### config.mk
export PLATFORM = sky130hd
export DESIGN_NAME = hazard_ctrl_ms_flat
export DESIGN_NICKNAME = d
export VERILOG_FILES = /design/src/rtl/hazard_ctrl_ms_pkg.sv /design/src/rtl/hazard_ctrl_ms_if.sv /design/src/rtl/hazard_ctrl_ms_perf_cnt.sv /design/src/rtl/hazard_ctrl_ms.sv /design/src/flat_wrapper.sv
export SDC_FILE = /design/constraint.sdc
export NUM_CORES = 1
export LEC_CHECK = 0
export BUFFER_PORTS_ARGS = -buffer_cell sky130_fd_sc_hd__clkbuf_2
export CORE_ASPECT_RATIO = 0.5
export CORE_MARGIN = 3
export CORE_UTILIZATION = 45
export DETAILED_ROUTE_END_ITERATION = 7
export MAX_ROUTING_LAYER = met4
export PLACE_DENSITY = 0.7
export SETUP_SLACK_MARGIN = 0.1
export SKIP_CTS_REPAIR_TIMING = 1
export SLEW_MARGIN = 20
export SYNTH_ARGS = -nofsm -noshare
export SYNTH_HDL_FRONTEND = slang
export SYNTH_SLANG_ARGS = --single-unit
### constraint.sdc
create_clock -name clk -period 2.55 [get_ports clk]
set_input_delay 0.1275 -clock clk [delete_from_list [all_inputs] [get_ports clk]]
set_output_delay 0.1275 -clock clk [all_outputs]
set_load 0.03 [all_outputs]
### src/rtl/hazard_ctrl_ms_pkg.sv
// Shared types for the multi-cycle hazard / pipeline-control unit.
// Latency: n/a (types and constants only).
// Backpressure: n/a.
package hazard_ctrl_ms_pkg;

    // PC source select driven into the fetch stage.
    typedef enum logic [1:0] {
        PCSEL_SEQ = 2'd0,
        PCSEL_ADD = 2'd1,
        PCSEL_ALU = 2'd2
    } pcsel_e;

    // RUN: no hazard pending. LU_WAIT: extra load-use bubbles still owed.
    typedef enum logic {
        RUN     = 1'b0,
        LU_WAIT = 1'b1
    } hz_state_e;

    // Single-bit pipeline status seen by the hazard unit.
    typedef struct packed {
        logic fsm_run;
        logic ex_mem_read;
        logic id_use_rs1;
        logic id_use_rs2;
        logic mem_jump;
        logic mem_branch;
        logic mem_branch_taken;
        logic mem_add_to_pc;
        logic mem_access;
        logic dmem_ready;
    } hz_ctrl_i_t;

    // Register enables, bubble muxes and PC select driven by the hazard unit.
    typedef struct packed {
        logic   en_pc;
        logic   en_ifid;
        logic   en_idex;
        logic   en_exmem;
        logic   flush_ifid;
        logic   nop_idex;
        logic   nop_exmem;
        pcsel_e pc_sel;
    } hz_ctrl_o_t;

endpackage

### src/rtl/hazard_ctrl_ms_if.sv
// Bundle between the pipeline datapath (master) and the hazard unit (slave).
// Latency: wires only.
// Backpressure: none; control travels back combinationally on ctrl_o.
interface hazard_ctrl_ms_if #(
    parameter int REG_AW = 5
);
    import hazard_ctrl_ms_pkg::*;

    hz_ctrl_i_t        ctrl_i;
    logic [REG_AW-1:0] ex_rd;
    logic [REG_AW-1:0] id_rs1;
    logic [REG_AW-1:0] id_rs2;
    hz_ctrl_o_t        ctrl_o;

    modport master (output ctrl_i, ex_rd, id_rs1, id_rs2, input ctrl_o);
    modport slave  (input ctrl_i, ex_rd, id_rs1, id_rs2, output ctrl_o);

endinterface

### src/rtl/hazard_ctrl_ms_perf_cnt.sv
// Wrapping event counter used for the hazard unit performance statistics.
// Latency: count reflects an event on the edge after it is flagged.
// Backpressure: none; wraps modulo 2^CNT_W.
module hazard_perf_cnt #(
    parameter int CNT_W = 32
) (
    input  logic             clk,
    input  logic             rst_n,
    input  logic             en,
    output logic [CNT_W-1:0] cnt
);

    // Synchronous clear, otherwise count one per enabled cycle.
    always_ff @(posedge clk) begin
        if (!rst_n) begin
            cnt <= '0;
        end else if (en) begin
            cnt <= cnt + CNT_W'(1);
        end
    end

endmodule

### src/rtl/hazard_ctrl_ms.sv
// Load-use stall, branch/jump redirect and dmem freeze control for the 5-stage core.
// Latency: control outputs combinational in the same cycle; counters one edge later.
// Backpressure: dmem not ready freezes every pipeline register; !fsm_run holds all state.
module hazard_ctrl_ms
    import hazard_ctrl_ms_pkg::*;
#(
    parameter int REG_AW   = 5,
    parameter int LU_STALL = 1,
    parameter int CNT_W    = 32
) (
    input  logic               clk,
    input  logic               rst_n,
    hazard_ctrl_ms_if.slave    hz,
    output logic [CNT_W-1:0]   stall_cnt,
    output logic [CNT_W-1:0]   flush_cnt,
    output logic [CNT_W-1:0]   freeze_cnt
);

    if (LU_STALL < 1 || LU_STALL > 7) begin : g_bad_lu_stall
        $error("hazard_ctrl_ms: LU_STALL must lie in 1..7");
    end

    localparam hz_ctrl_o_t CTRL_RESET  = '{1'b0, 1'b0, 1'b0, 1'b0, 1'b1, 1'b1, 1'b1, PCSEL_SEQ};
    localparam hz_ctrl_o_t CTRL_HOLD   = '{1'b0, 1'b0, 1'b0, 1'b0, 1'b0, 1'b0, 1'b0, PCSEL_SEQ};
    localparam hz_ctrl_o_t CTRL_FLUSH  = '{1'b1, 1'b1, 1'b1, 1'b1, 1'b1, 1'b1, 1'b1, PCSEL_SEQ};
    localparam hz_ctrl_o_t CTRL_STALL  = '{1'b0, 1'b0, 1'b1, 1'b1, 1'b0, 1'b1, 1'b0, PCSEL_SEQ};
    localparam hz_ctrl_o_t CTRL_NORMAL = '{1'b1, 1'b1, 1'b1, 1'b1, 1'b0, 1'b0, 1'b0, PCSEL_SEQ};
    localparam logic [2:0] LU_RELOAD   = 3'(LU_STALL - 1);

    hz_state_e  state, state_nxt;
    logic [2:0] lu_cnt, lu_cnt_nxt;
    hz_ctrl_o_t ctrl;
    logic       redirect, lu_hit, freeze;
    logic       stall_ev, flush_ev, freeze_ev;

    assign redirect = hz.ctrl_i.mem_jump | (hz.ctrl_i.mem_branch & hz.ctrl_i.mem_branch_taken);
    assign freeze   = hz.ctrl_i.mem_access & ~hz.ctrl_i.dmem_ready;
    assign lu_hit   = hz.ctrl_i.ex_mem_read && (hz.ex_rd != '0) &&
                      ((hz.ctrl_i.id_use_rs1 && (hz.ex_rd == hz.id_rs1)) ||
                       (hz.ctrl_i.id_use_rs2 && (hz.ex_rd == hz.id_rs2)));
    assign hz.ctrl_o = ctrl;

    // State and bubble down-counter; reset abandons any pending stall.
    always_ff @(posedge clk) begin
        if (!rst_n) begin
            state  <= RUN;
            lu_cnt <= '0;
        end else begin
            state  <= state_nxt;
            lu_cnt <= lu_cnt_nxt;
        end
    end

    // Prioritised control decode: reset, halt, freeze, redirect, load-use, normal.
    always_comb begin
        state_nxt  = state;
        lu_cnt_nxt = lu_cnt;
        ctrl       = CTRL_NORMAL;
        stall_ev   = 1'b0;
        flush_ev   = 1'b0;
        freeze_ev  = 1'b0;
        if (!rst_n) begin
            ctrl       = CTRL_RESET;
            state_nxt  = RUN;
            lu_cnt_nxt = '0;
        end else if (!hz.ctrl_i.fsm_run) begin
            ctrl = CTRL_HOLD;
        end else if (freeze) begin
            ctrl      = CTRL_HOLD;
            freeze_ev = 1'b1;
        end else if (redirect) begin
            ctrl        = CTRL_FLUSH;
            ctrl.pc_sel = hz.ctrl_i.mem_add_to_pc ? PCSEL_ADD : PCSEL_ALU;
            state_nxt   = RUN;
            lu_cnt_nxt  = '0;
            flush_ev    = 1'b1;
        end else if (lu_hit || state == LU_WAIT) begin
            ctrl     = CTRL_STALL;
            stall_ev = 1'b1;
            if (state == LU_WAIT) begin
                lu_cnt_nxt = lu_cnt - 3'd1;
                if (lu_cnt == 3'd1) begin
                    state_nxt = RUN;
                end
            end else if (LU_STALL > 1) begin
                state_nxt  = LU_WAIT;
                lu_cnt_nxt = LU_RELOAD;
            end
        end
    end

    hazard_perf_cnt #(.CNT_W(CNT_W)) u_stall_cnt (
        .clk(clk), .rst_n(rst_n), .en(stall_ev), .cnt(stall_cnt)
    );
    hazard_perf_cnt #(.CNT_W(CNT_W)) u_flush_cnt (
        .clk(clk), .rst_n(rst_n), .en(flush_ev), .cnt(flush_cnt)
    );
    hazard_perf_cnt #(.CNT_W(CNT_W)) u_freeze_cnt (
        .clk(clk), .rst_n(rst_n), .en(freeze_ev), .cnt(freeze_cnt)
    );

endmodule
### src/flat_wrapper.sv
// flat-port wrapper written by rule: the top's interface ports become plain ports
module hazard_ctrl_ms_flat import hazard_ctrl_ms_pkg::*;
#(
    parameter int REG_AW   = 5,
    parameter int LU_STALL = 1,
    parameter int CNT_W    = 32
)
  (clk, rst_n, stall_cnt, flush_cnt, freeze_cnt, hz_ctrl_i, hz_ex_rd, hz_id_rs1, hz_id_rs2, hz_ctrl_o);
  hazard_ctrl_ms_if #(.REG_AW(REG_AW)) hz_i ();
  input  logic clk;
  input  logic rst_n;
  output logic [CNT_W-1:0] stall_cnt;
  output logic [CNT_W-1:0] flush_cnt;
  output logic [CNT_W-1:0] freeze_cnt;
  input wire logic [$bits(hz_i.ctrl_i)-1:0] hz_ctrl_i;
  input wire logic [$bits(hz_i.ex_rd)-1:0] hz_ex_rd;
  input wire logic [$bits(hz_i.id_rs1)-1:0] hz_id_rs1;
  input wire logic [$bits(hz_i.id_rs2)-1:0] hz_id_rs2;
  output wire logic [$bits(hz_i.ctrl_o)-1:0] hz_ctrl_o;
  assign hz_i.ctrl_i = hz_ctrl_i;
  assign hz_i.ex_rd = hz_ex_rd;
  assign hz_i.id_rs1 = hz_id_rs1;
  assign hz_i.id_rs2 = hz_id_rs2;
  assign hz_ctrl_o = hz_i.ctrl_o;
  hazard_ctrl_ms #(.REG_AW(REG_AW), .LU_STALL(LU_STALL), .CNT_W(CNT_W)) u_core (.clk(clk), .rst_n(rst_n), .hz(hz_i), .stall_cnt(stall_cnt), .flush_cnt(flush_cnt), .freeze_cnt(freeze_cnt));
endmodule
# After elaboration in Yosys (flattened, before gate mapping)
# Index checks and enable logic that the tools add are counted.
word_totals:
  ff_bits: 100
  inputBits: 27
  out_inout_bits: 105
op_classes:
  add_sub_neg: 4
  n_eq_ne: 3
  mux: 25
  bitwise_logic: 5
  n_reduce_logical: 11
ops:
  columns: ["op", "count"]
  rows:
  - ["32-bit by 1-bit adder with 32-bit output, second input constant", 3]
  - ["9-bit 2-to-1 mux", 5]
  - ["1-bit 2-to-1 mux", 16]
  - ["5-bit equality test", 2]
  - ["3-bit 2-to-1 mux", 3]
  - ["5-bit nonzero test", 1]
  - ["1-bit logical AND", 4]
  - ["4-bit AND reduction", 1]
  - ["2-bit nonzero test", 2]
  - ["3-bit by 1-bit equality test with 1-bit output, second input constant", 1]
  - ["3-bit AND reduction", 1]
  - ["3-bit by 1-bit subtractor with 3-bit output, second input constant", 1]
  - ["1-bit AND", 2]
  - ["1-bit logical OR", 2]
  - ["2-bit 2-to-1 mux", 1]
  - ["1-bit inverter", 2]
  - ["1-bit bitwise OR", 1]

# Logic depth before layout (Yosys ltp)
# Gate-level depths: netlist of run 1.
logic_depth:
  depth_word: 10
  ltp_mapped: 9
  depth_no_buf: 6

# Modules after synthesis
# From an unflattened synthesis of run 1, not the netlist that was laid out.
unflattened:
  cells_unflattened: 589
  area_unflattened_um2: 5166.2
modules_own_cells:
  columns: ["mod", "instances", "cells_per_inst", "area_per_inst_um2", "seq_area_each_um2"]
  rows:
  - ["hazard_perf_cnt", 3, 176, 1562.7, 640.6]
  - ["hazard_ctrl_ms", 1, 61, 478.0, 80.1]

# Worst setup path after synthesis of run 1
# No wires, ideal clock.
synth_path:
  path_kind: "reg-to-reg"
  startpoint: "register u_core.u_stall_cnt.cnt[5]"
  endpoint: "register u_core.u_stall_cnt.cnt[31]"
  setup_time_ns: 0.070
  t_arrival_ns: 2.336
  required_time_ns: 2.480
  setup_slack_ns: 0.144
  stages_incl_launch_ff: 7
  path_buffers: 0
  synth_period_minus_slack_ns: 2.406
  cell_sequence: "dfxtp_1 > nand4_1 > nor3_1 > nand4_1 > or4_1 > or3_1 > a21oi_1"
synth_via:
  elab_chain_len: 1
synth_rtl:
  columns: ["element", "line_no", "source"]
  rows:
  - ["start: declaration", "hazard_ctrl_ms_perf_cnt.sv:10", "output logic [CNT_W-1:0] cnt"]
  - ["start signal: assignment", "hazard_ctrl_ms_perf_cnt.sv:18", "cnt <= cnt + CNT_W'(1);"]
  - ["32-bit by 1-bit adder with 32-bit output", "hazard_ctrl_ms_perf_cnt.sv:18", null]
# Every way passes these cells.
# A chain may end at the register's enable or synchronous reset.

# Worst setup path after layout of run 1
layout_path:
  startpoint: "register u_core.u_stall_cnt.cnt[3]"
  endpoint: "register u_core.u_stall_cnt.cnt[31]"
# Same word-level chain as after synthesis.

==> metrics, run 1 <==
Final Hold Fails 0; CTS tree done; Reg clk slew, reported paths around 70 ps; worst skew pair latency roughly 340 ps; main area contributors after synthesis dfxtp_1, xor2_1, nor2_1; row count 25; critical path's slowest cell or4_1; WHS Endpoint u_core.lu_cnt[0]$_SDFFE_PN0P_; Remaining Overflow, GRT 0; dpl cell area 5620 um2; Synth Flop Type dfxtp_1; Synth cell types 39; Ant. Diodes 0; CP peak stage delay 430 ps; area of the multi-input gates approximately 2600 um2; synth warn 0; RR Endpoint u_core.u_stall_cnt.cnt[31]$_SDFFE_PN0P_; register area share after synthesis 0.4199; Detailed Place HPWL between 8000 and 9000 um; reg2reg setup slack 270 ps; Tot Pwr 3.009 mW; Routed WL 11480 um; die area approximately 12000 um2; number of global-route vias before repair between 4000 and 5000; final instance area 5911 um2; initial DRC count 159; Pwr Density a little over 500 nW/um2; first-pass GRT wire length 19000 um; CP endpoint kind flop; Vias 4424; flops & latches, synth 100; fin crit share 0.8951; gr usage total 0.1982; Die Y 78.78 um; EDFF count, synth 0; Worst Max-Slew Pin Slew 583.8 ps; CTS Root Cell clkbuf_16; Die Span X 151.6 um; LEAKAGE between 2 and 2.5 nW; slew margin rel. 0.6072; Mapped Nets roughly 600; Area Overhead vs Synth 23.99%; core area 9853 um2; CP most frequent cell or3_1; max-cap viol count 0; crit path launch type flop; # setup viols final 0; Tmin final between 2000 and 2500 ps; routed vias/inst roughly 5.3; Synth top area share 0.4199; GPL Wtd Cong 0.8222; setup TNS 0 ps; Worst VDD drop 0.0003163 V; worst hold stages 4; Avg WL per Cell 13.67 um; first drt pass iteration count 4; worst clock skew 7.378 ps; filler cell count 948; crit path max fanout 15; CTS Buffer Depth 2; HP Start hz_ctrl_i[9]; Critical Path AT approximately 2600 ps; Register Area 2003 um2; cell count of the worst reg-to-reg path 7; Setup CP Type reg2reg; Post-route DRC 0; clk sinks 100; Boundary Pins roughly 130; initial core utilization 0.4838; initial antenna violation count 0; Final #Nets about 730; Yosys top cell by area dfxtp_1; RSZ-0062 raised after global routing no; total CTS buffers 9; share of cells above drive strength 1 0.2397; critical path, cell by cell nand3_1 > or4_1 > or3_1 > a2bb2oi_2 > buf_4 > or3_1 > a21oi_1; Mapped Cells 566; Hold Crit Class in2reg; Mean Syn Cell Area 8.422 um2; Routed Antenna Nets 0; Port Buf Inserts ~130; ys async rst share 0; FF-to-FF Start u_core.u_stall_cnt.cnt[3]$_SDFFE_PN0P_; status finished, final reports clean; max-slew violations 0; Post-Syn Area 4767 um2; Max H-tree Level 3; largest net degree at the start of global routing 74; FMAX 438.1 MHz; worst endpoint required time 2820 ps
## placed cells by master (no fill, tap or decap), types with 12 or more instances in the layout
cell type and n:
and3_1 15, or3_1 19, nand4_1 26, and2_1 13, o21ai_0 24, nand2_1 46, dfxtp_1 99, o31ai_1 18
xnor2_1 22, nor2_1 56, buf_4 17, and4_1 12, xor2_1 43, a21oi_1 37, nand3_1 34, or4_1 20
clkbuf_2 131
## cells by family (layout without fill, tap and decap cells)
group,after synthesis,count (layout),share of synthesized area
buffers and inverters,38,177,0.03281
and+or+nand+nor,263,263,0.2937
DFF,100,100,0.4199
xor gates and xnor gates,65,65,0.1194
AOI/OAI and AO/OA,91,91,0.1126
muxes,4,4,0.008399
adders and majority gates,5,5,0.01312
## cells in the mapped netlist, types with 7 or more instances
master,count
or4_1,20
a21oi_1,37
nor2_1,56
nand3_1,34
xnor2_1,22
nand2_1,46
clkbuf_1,18
nor4_1,7
and4_1,12
inv_1,11
o31ai_1,18
and3_1,15
or3_1,19
dfxtp_1,100
nand4_1,26
o21ai_0,24
xor2_1,43
and2_1,13
nor3_1,7
## cell type report
type                    count  area share
multi-input cells         428      0.4422
flip-flops and latches    100      0.3389
repair buffers            149      0.1359
clock buffers               9     0.03810
well taps                 135     0.02858
clock inverters             7    0.008679
inverters                  12    0.007621
## worst max path at each step
| stage | slack, ps | start | endpoint |
|---|---|---|---|
| finish | 270 | u_core.u_stall_cnt.cnt[3]$_SDFFE_PN0P_ | u_core.u_stall_cnt.cnt[31]$_SDFFE_PN0P_ |
| detailed placement | 240 | u_core.u_stall_cnt.cnt[2]$_SDFFE_PN0P_ | u_core.u_stall_cnt.cnt[31]$_SDFFE_PN0P_ |
| CTS | 210 | u_core.u_stall_cnt.cnt[2]$_SDFFE_PN0P_ | u_core.u_stall_cnt.cnt[31]$_SDFFE_PN0P_ |
| global placement | 300 | hz_ctrl_i[4] | u_core.u_stall_cnt.cnt[31]$_SDFFE_PN0P_ |
| floorplan | 140 | u_core.u_stall_cnt.cnt[5]$_SDFFE_PN0P_ | u_core.u_stall_cnt.cnt[31]$_SDFFE_PN0P_ |
| global route | 100 | u_core.u_stall_cnt.cnt[5]$_SDFFE_PN0P_ | u_core.u_stall_cnt.cnt[31]$_SDFFE_PN0P_ |
## worst max-delay path, delay by kind of cell, from the launching register on
family / cells / cell delay, ps
simple gates: 4 / 1260
flops: 1 / 390
compound gates: 2 / 360
buf+inv: 1 / 210
## state kept, by name, summed over array words and instances, names as in the netlist
register,cells
u_core.u_flush_cnt.cnt,32
u_core.u_freeze_cnt.cnt,32
u_core.u_stall_cnt.cnt,32
u_core.lu_cnt,3
u_core.state,1
## per-layer routing
| metal | part of all wire | global-route usage |
|---|---|---|
| met1 | 0.49 | 0.2592 |
| met3 | 0.046 | 0.04789 |
| met2 | 0.45 | 0.3130 |
| met4 | 0.0055 | 0.04749 |
| met5 | 0 | - |
## power breakdown
part / switching [mW] / internal [mW]
Sequential: 0.00325 / 1.56
Combinational: 0.0963 / 0.0489
Clock: 0.629 / 0.668
Total: 0.729 / 2.28
## per-stage QoR
step / util / worst slack [ps] / hold slack, ps / instances
finish: 0.5999 / 267.4 / 194.5 / 840
global route: 0.5999 / 101.3 / 207.1 / 840
CTS: 0.5985 / 214.9 / 185.8 / 839
detailed placement: 0.5704 / 238.7 / 467.7 / 823
global placement: 0.5704 / 300.9 / 459.4 / 823
floorplan: - / 143.7 / 358.1 / 566
(Power assumes the default switching activity.)
==> inputs of run 2 (changes only) <==
==> constraint.sdc (replaced) <==
create_clock -name clk -period 2.55 [get_ports clk]
set_input_delay 0.51 -clock clk [delete_from_list [all_inputs] [get_ports clk]]
set_output_delay 0.51 -clock clk [all_outputs]
set_load 0.03 [all_outputs]
==> metrics, run 2 (synthesized netlist as in run 1, its figures left out) <==
status finished, final reports clean; number of global-route vias before repair 4158 (+2.6%); Remaining Overflow, GRT 0 (unchanged); die area 11940 um2 (unchanged); fin crit share 0.9366 (+0.04148); Final Hold Fails 0 (unchanged); Setup CP Type in2out; Worst VDD drop 0.0002928 V (-7.4%); number of cells on the critical path 6 (-1); family with the most delay on the worst path simple AND/OR/NAND/NOR gates; max-cap viol count 0 (unchanged); initial antenna violation count 0 (unchanged); max-slew violations 0 (unchanged); Reg clk slew, reported paths 70 ps (about the same); biggest regs u_core.u_flush_cnt.cnt x32, u_core.u_freeze_cnt.cnt x32, u_core.u_stall_cnt.cnt x32; Detailed Place HPWL 8535 um (+3.2%); CP endpoint kind output pin; RSZ-0062 raised after global routing no; Hold Crit Class reg2reg; Tmin final 2388 ps (+105.8 ps); Routed WL 11700 um (+1.9%); crit path launch type input pin; initial core utilization 0.4838 (unchanged); worst clock skew 5.729 ps (-1.649 ps); row count 25 (unchanged); core area 9853 um2 (unchanged); initial DRC count 227 (+43%); Critical Path AT 1880 ps (-670 ps); filler cell count 908 (-4.2%); first-pass GRT wire length 19730 um (+3.8%); # setup viols final 0 (unchanged); commonest non-fill, non-tap cell in the layout clkbuf_2; worst endpoint required time 2040 ps (-780 ps); GPL Wtd Cong 0.8416 (+2.4%); CTS Buffer Depth 2 (unchanged); Pwr Density 507.6 nW/um2 (-0.28%); Worst Max-Slew Pin Slew 621.7 ps (+37.91 ps); worst hold stages 1 (-3); routed vias/inst 5.336 (+1.3%); critical path's slowest cell or4_4; LEAKAGE 2.403 nW (+3.2%); dpl cell area 5720 um2 (+1.8%); critical path, cell by cell clkbuf_2 > or4_4 > o21ai_4 > o21ai_1 > a21boi_2 > buf_2; worst skew pair latency 340 ps (about the same); gr usage total 0.2041 (+0.005827); CP peak stage delay 550 ps (+120 ps); Max H-tree Level 3 (unchanged); Boundary Pins 132 (unchanged); Buf/Inv on CP 2 (+1); clk sinks 100 (unchanged); largest net degree at the start of global routing 54 (-27%); Routed Antenna Nets 0 (unchanged); Vias 4530 (+2.4%); slew margin rel. 0.5817 (-0.02551); CTS Root Cell clkbuf_16; Final Util 0.6159 (+0.01600); share of cells above drive strength 1 0.2577 (+0.01799); most frequent cells in the layout clkbuf_2, dfxtp_1, nor2_1; Final #Nets 741 (+1.2%); crit path max fanout 3 (-12); Die Span X 151.6 um (unchanged); Die Y 78.78 um (unchanged); cell count of the worst reg-to-reg path 7 (unchanged); CTS tree done; Port Buf Inserts 131 (unchanged); final instance area 6068 um2 (+2.7%); first drt pass iteration count 4 (unchanged); Ant. Diodes 0 (unchanged); Avg WL per Cell 13.78 um (+0.85%); total CTS buffers 9 (unchanged); Area Overhead vs Synth 27.30%; Post-route DRC 0 (unchanged); FMAX 418.7 MHz (-4.4%)
run 2: path summary, 6_finish.rpt:
| path | from | endpoint | slack (ps) |
|---|---|---|---|
| setup / recovery | hz_ex_rd[0] | hz_ctrl_o[7] | 160 |
| hold / removal | u_core.u_freeze_cnt.cnt[31]$_SDFFE_PN0P_ | u_core.u_freeze_cnt.cnt[31]$_SDFFE_PN0P_ | 470 |
| setup reg to reg | u_core.u_stall_cnt.cnt[3]$_SDFFE_PN0P_ | u_core.u_stall_cnt.cnt[31]$_SDFFE_PN0P_ | 270 |
| hold reg to reg | u_core.u_freeze_cnt.cnt[31]$_SDFFE_PN0P_ | u_core.u_freeze_cnt.cnt[31]$_SDFFE_PN0P_ | 470 |
run 2: final cells by class:
cell class	instances	area, um2	area share
multi-input combinational	428	2654	0.4373
sequential	100	2003	0.3301
timing repair buffer	158	898.4	0.1480
tap	135	168.9	0.02784
clock inverter	4	32.53	0.005361
inverter	12	45.04	0.007423
clock buffer	12	266.5	0.04392
run 2: per-stage QoR:
step	instances	worst slack [ps]	setup TNS [ps]	hold slack (ps)	total power, mW
final	849	161.7	0	471.7	3.080
after detailed placement	832	-113.1	-537.4	466.2	1.762
after floorplan	566	54.59	0	449.6	1.691
after CTS	848	81.30	0	478.0	3.106
after global routing	849	116.4	0	504.0	3.200
after global placement	832	-49.82	-169.2	458.9	1.760
run 2: report_power, final:
part	internal, mW	switching (mW)
Clock	0.746	0.600
Combinational	0.0622	0.106
Sequential	1.56	0.00325
Total	2.37	0.709
run 2: metal layers:
layer | part of all wire | up-vias | track usage
met1 | 0.48 | 2115 | 0.2611
li1 | - | 2320 | -
met4 | 0.0079 | 0 | 0.04480
met5 | 0 | - | -
met2 | 0.47 | 87 | 0.3338
met3 | 0.049 | 8 | 0.04618
run 2: worst reg2reg max path, stage by stage, from the launching register on:
cell and delay (ps):
dfxtp_1 400, nand3_1 120, or4_1 430, or3_1 370, a2bb2oi_2 200, buf_4 210
or3_1 350, a21oi_1 140
==> inputs of run 3 (changes only) <==
--- a/config.mk
+++ b/config.mk
@@ -7,14 +7,15 @@
 export LEC_CHECK = 0
 export BUFFER_PORTS_ARGS = -buffer_cell sky130_fd_sc_hd__clkbuf_2
 export CORE_ASPECT_RATIO = 0.5
-export CORE_MARGIN = 3
+export CORE_MARGIN = 2
 export CORE_UTILIZATION = 45
 export DETAILED_ROUTE_END_ITERATION = 7
 export MAX_ROUTING_LAYER = met4
-export PLACE_DENSITY = 0.7
+export PLACE_DENSITY = 0.69
 export SETUP_SLACK_MARGIN = 0.1
 export SKIP_CTS_REPAIR_TIMING = 1
 export SLEW_MARGIN = 20
 export SYNTH_ARGS = -nofsm -noshare
 export SYNTH_HDL_FRONTEND = slang
+export SYNTH_HIERARCHICAL = 1
 export SYNTH_SLANG_ARGS = --single-unit
==> metrics, run 3 <==
routed vias/inst 5.616 (+5.3%); Post-Syn Area 5166 um2 (+8.4%); register area share after synthesis 0.3875 (-0.03244); sequential power share 0.502 (-0.007); die area 12410 um2 (+3.9%); initial antenna violation count 0 (unchanged); Synth top area share 0.3875 (-0.03244); dpl ws -84.02 ps (+29.12 ps); Worst Max-Slew Pin Slew 525.1 ps (-96.59 ps); count leader, synth dfxtp_1; HP Start u_core/lu_cnt[1]$_SDFFE_PN0P_; largest net degree at the start of global routing 75 (+39%); setup TNS 0 ps (unchanged); Setup CP Type in2out; # setup viols final 0 (unchanged); Mean Syn Cell Area 8.771 um2 (+4.1%); Vias 4858 (+7.2%); Tmin final 2339 ps (-49.07 ps); FF-to-FF Start u_core/u_freeze_cnt/cnt[8]$_SDFFE_PN0P_; Post-route DRC 0 (unchanged); Setup crit start hz_ex_rd[4]; Die Y 79.77 um (+1.3%); initial DRC count 282 (+24%); Routed Antenna Nets 0 (unchanged); Yosys top cell by area dfxtp_1; crit path max fanout 3 (unchanged); Tot Pwr 3.117 mW (+1.2%); Net Sw Frac 0.2256 (-0.004510); CTS Buffer Depth 2 (unchanged); core area 11080 um2 (+12%); Mapped Nets 621 (+3.8%); CTS Root Cell clkbuf_16; worst clock skew 7.602 ps (+1.873 ps); WHS 464.7 ps (-7.017 ps); CP endpoint kind output pin; Synth Flop Type dfxtp_1; flops & latches, synth 100 (unchanged); Detailed Place HPWL 8762 um (+2.7%); first-pass GRT wire length 20970 um (+6.3%); dpl cell area 5982 um2 (+4.6%); logic gate share of total power 0.053 (-0.002); Hold Crit Class reg2reg; Max H-tree Level 3 (unchanged); Critical Path AT 1830 ps (-50 ps); slew margin rel. 0.6499 (+0.06822); main area contributors after synthesis dfxtp_1, xor2_1, nand2b_1; row count 27 (+8.0%); Pint 2.414 mW (+1.8%); Avg WL per Cell 14.22 um (+3.2%); initial core utilization 0.4662 (-0.01757); fin crit share 0.9174 (-0.01924); clk sinks 100 (unchanged); number of global-route vias before repair 4596 (+11%); max-cap viol count 0 (unchanged); FMAX 427.5 MHz (+2.1%); Final #Nets 747 (+0.81%); filler cell count 1019 (+12%); Ant. Diodes 0 (unchanged); Die Span X 155.5 um (+2.6%); first drt pass iteration count 5 (+1); max-slew violations 0 (unchanged); ys async rst share 0 (unchanged); synth warn 6 (+6); LEAKAGE 2.445 nW (+1.8%); Area Overhead vs Synth 21.80%; Port Buf Inserts 131 (unchanged); worst skew pair latency 340 ps (about the same); final worst slack 210.7 ps (+49.07 ps); share of cells above drive strength 1 0.2681 (+0.01035); Worst VDD drop 0.0003333 V (+14%); Synth cell types 48 (+23%); Routed WL 12300 um (+5.1%); GPL Wtd Cong 0.8218 (-2.4%); most frequent cells in the layout clkbuf_2, dfxtp_1, nor2_1; EDFF count, synth 0 (unchanged); CTS tree done; total CTS buffers 9 (unchanged); Net Sw Power 0.7031 mW (-0.79%); final instance area 6292 um2 (+3.7%); synth cell count leaders dfxtp_1, nor2_1, nand2_1; Reg clk slew, reported paths 70 ps (about the same); Final Hold Fails 0 (unchanged); Mapped Cells 589 (+4.1%); biggest regs u_core/u_flush_cnt/cnt x32, u_core/u_freeze_cnt/cnt x32, u_core/u_stall_cnt/cnt x32; crit path launch type input pin; RSZ-0062 raised after global routing yes; status finished, final reports clean; Pwr Density 495.4 nW/um2 (-2.4%); gr usage total 0.2084 (+0.004321); Boundary Pins 132 (unchanged); commonest non-fill, non-tap cell in the layout clkbuf_2; Clk pwr share 0.445 (+0.008); worst endpoint required time 2040 ps (about the same); Remaining Overflow, GRT 0 (unchanged)
## run 3: cell count changes in the layout (fill, tap and decap cells not counted), sizes merged, moves of 8 or more
cell / previous run / this run
a21oi: 37 / 25
inv: 12 / 20
o21ai: 25 / 16
o41ai: 0 / 24
o31ai: 18 / 9
mux2i: 4 / 12
nand2b: 4 / 31
xor2: 43 / 35
and2: 14 / 4
o311ai: 0 / 25
nor2: 56 / 45
## run 3: kinds of logic (layout without fill, tap and decap cells)
logic type / after synthesis / in the layout / share of synthesized area
adder cells (fa/ha/maj): 5 / 5 / 0.01211
buffers and inverters: 59 / 190 / 0.05740
flip-flops: 100 / 100 / 0.3875
AO/OA/AOI/OAI: 106 / 106 / 0.1579
XOR/XNOR: 50 / 50 / 0.08477
multiplexers: 12 / 12 / 0.02325
AND/OR/NAND/NOR: 257 / 257 / 0.2771
## run 3: final timing paths
check | end | slack (ps) | cells past startpoint
max | hz_ctrl_o[7] | 210 | 7
min | u_core/lu_cnt[1]$_SDFFE_PN0P_ | 460 | 2
max reg2reg | u_core/u_freeze_cnt/cnt[31]$_SDFFE_PN0P_ | 560 | 4
min reg2reg | u_core/lu_cnt[1]$_SDFFE_PN0P_ | 460 | 2
## run 3: metrics by stage
| stage | instances | utilization |
|---|---|---|
| 2_1_floorplan | 589 | - |
| 3_3_place_gp | 849 | 0.5399 |
| 3_5_place_dp | 849 | 0.5399 |
| 4_1_cts | 865 | 0.5672 |
| 5_1_grt | 865 | 0.5679 |
| 6_report | 865 | 0.5679 |
## run 3: critical path, cell delays in order
cell,delay (ps)
clkbuf_2,110
xor2_1,170
nor4_2,250
a32oi_1,150
buf_4,160
o31a_1,280
clkbuf_2,190
## run 3: per-layer routing
| layer | wire, um | global-route usage | up-vias |
|---|---|---|---|
| li1 | - | - | 2429 |
| met1 | 5849 | 0.2603 | 2322 |
| met2 | 5818 | 0.3531 | 99 |
| met3 | 550 | 0.04777 | 8 |
| met4 | 80 | 0.03761 | 0 |
| met5 | 0 | - | - |
## run 3: layout make-up
type,instances,area (um2),area share
Timing Repair Buffer,155,842.1,0.1338
Sequential cell,100,2002,0.3182
Clock inverter,5,60.06,0.009545
Inverter,19,71.32,0.01133
Clock buffer,11,242.7,0.03858
Multi-Input combinational cell,430,2893,0.4597
Tap cell,145,181.4,0.02883
## run 3: power groups by stage
stage | combinational (mW) | clock [mW] | sequential, mW
2_1_floorplan | 0.0969 | 0 | 1.60
3_3_place_gp | 0.160 | 0 | 1.60
3_5_place_dp | 0.163 | 0 | 1.60
4_1_cts | 0.163 | 1.43 | 1.56
5_1_grt | 0.181 | 1.49 | 1.56
6_report | 0.164 | 1.39 | 1.56
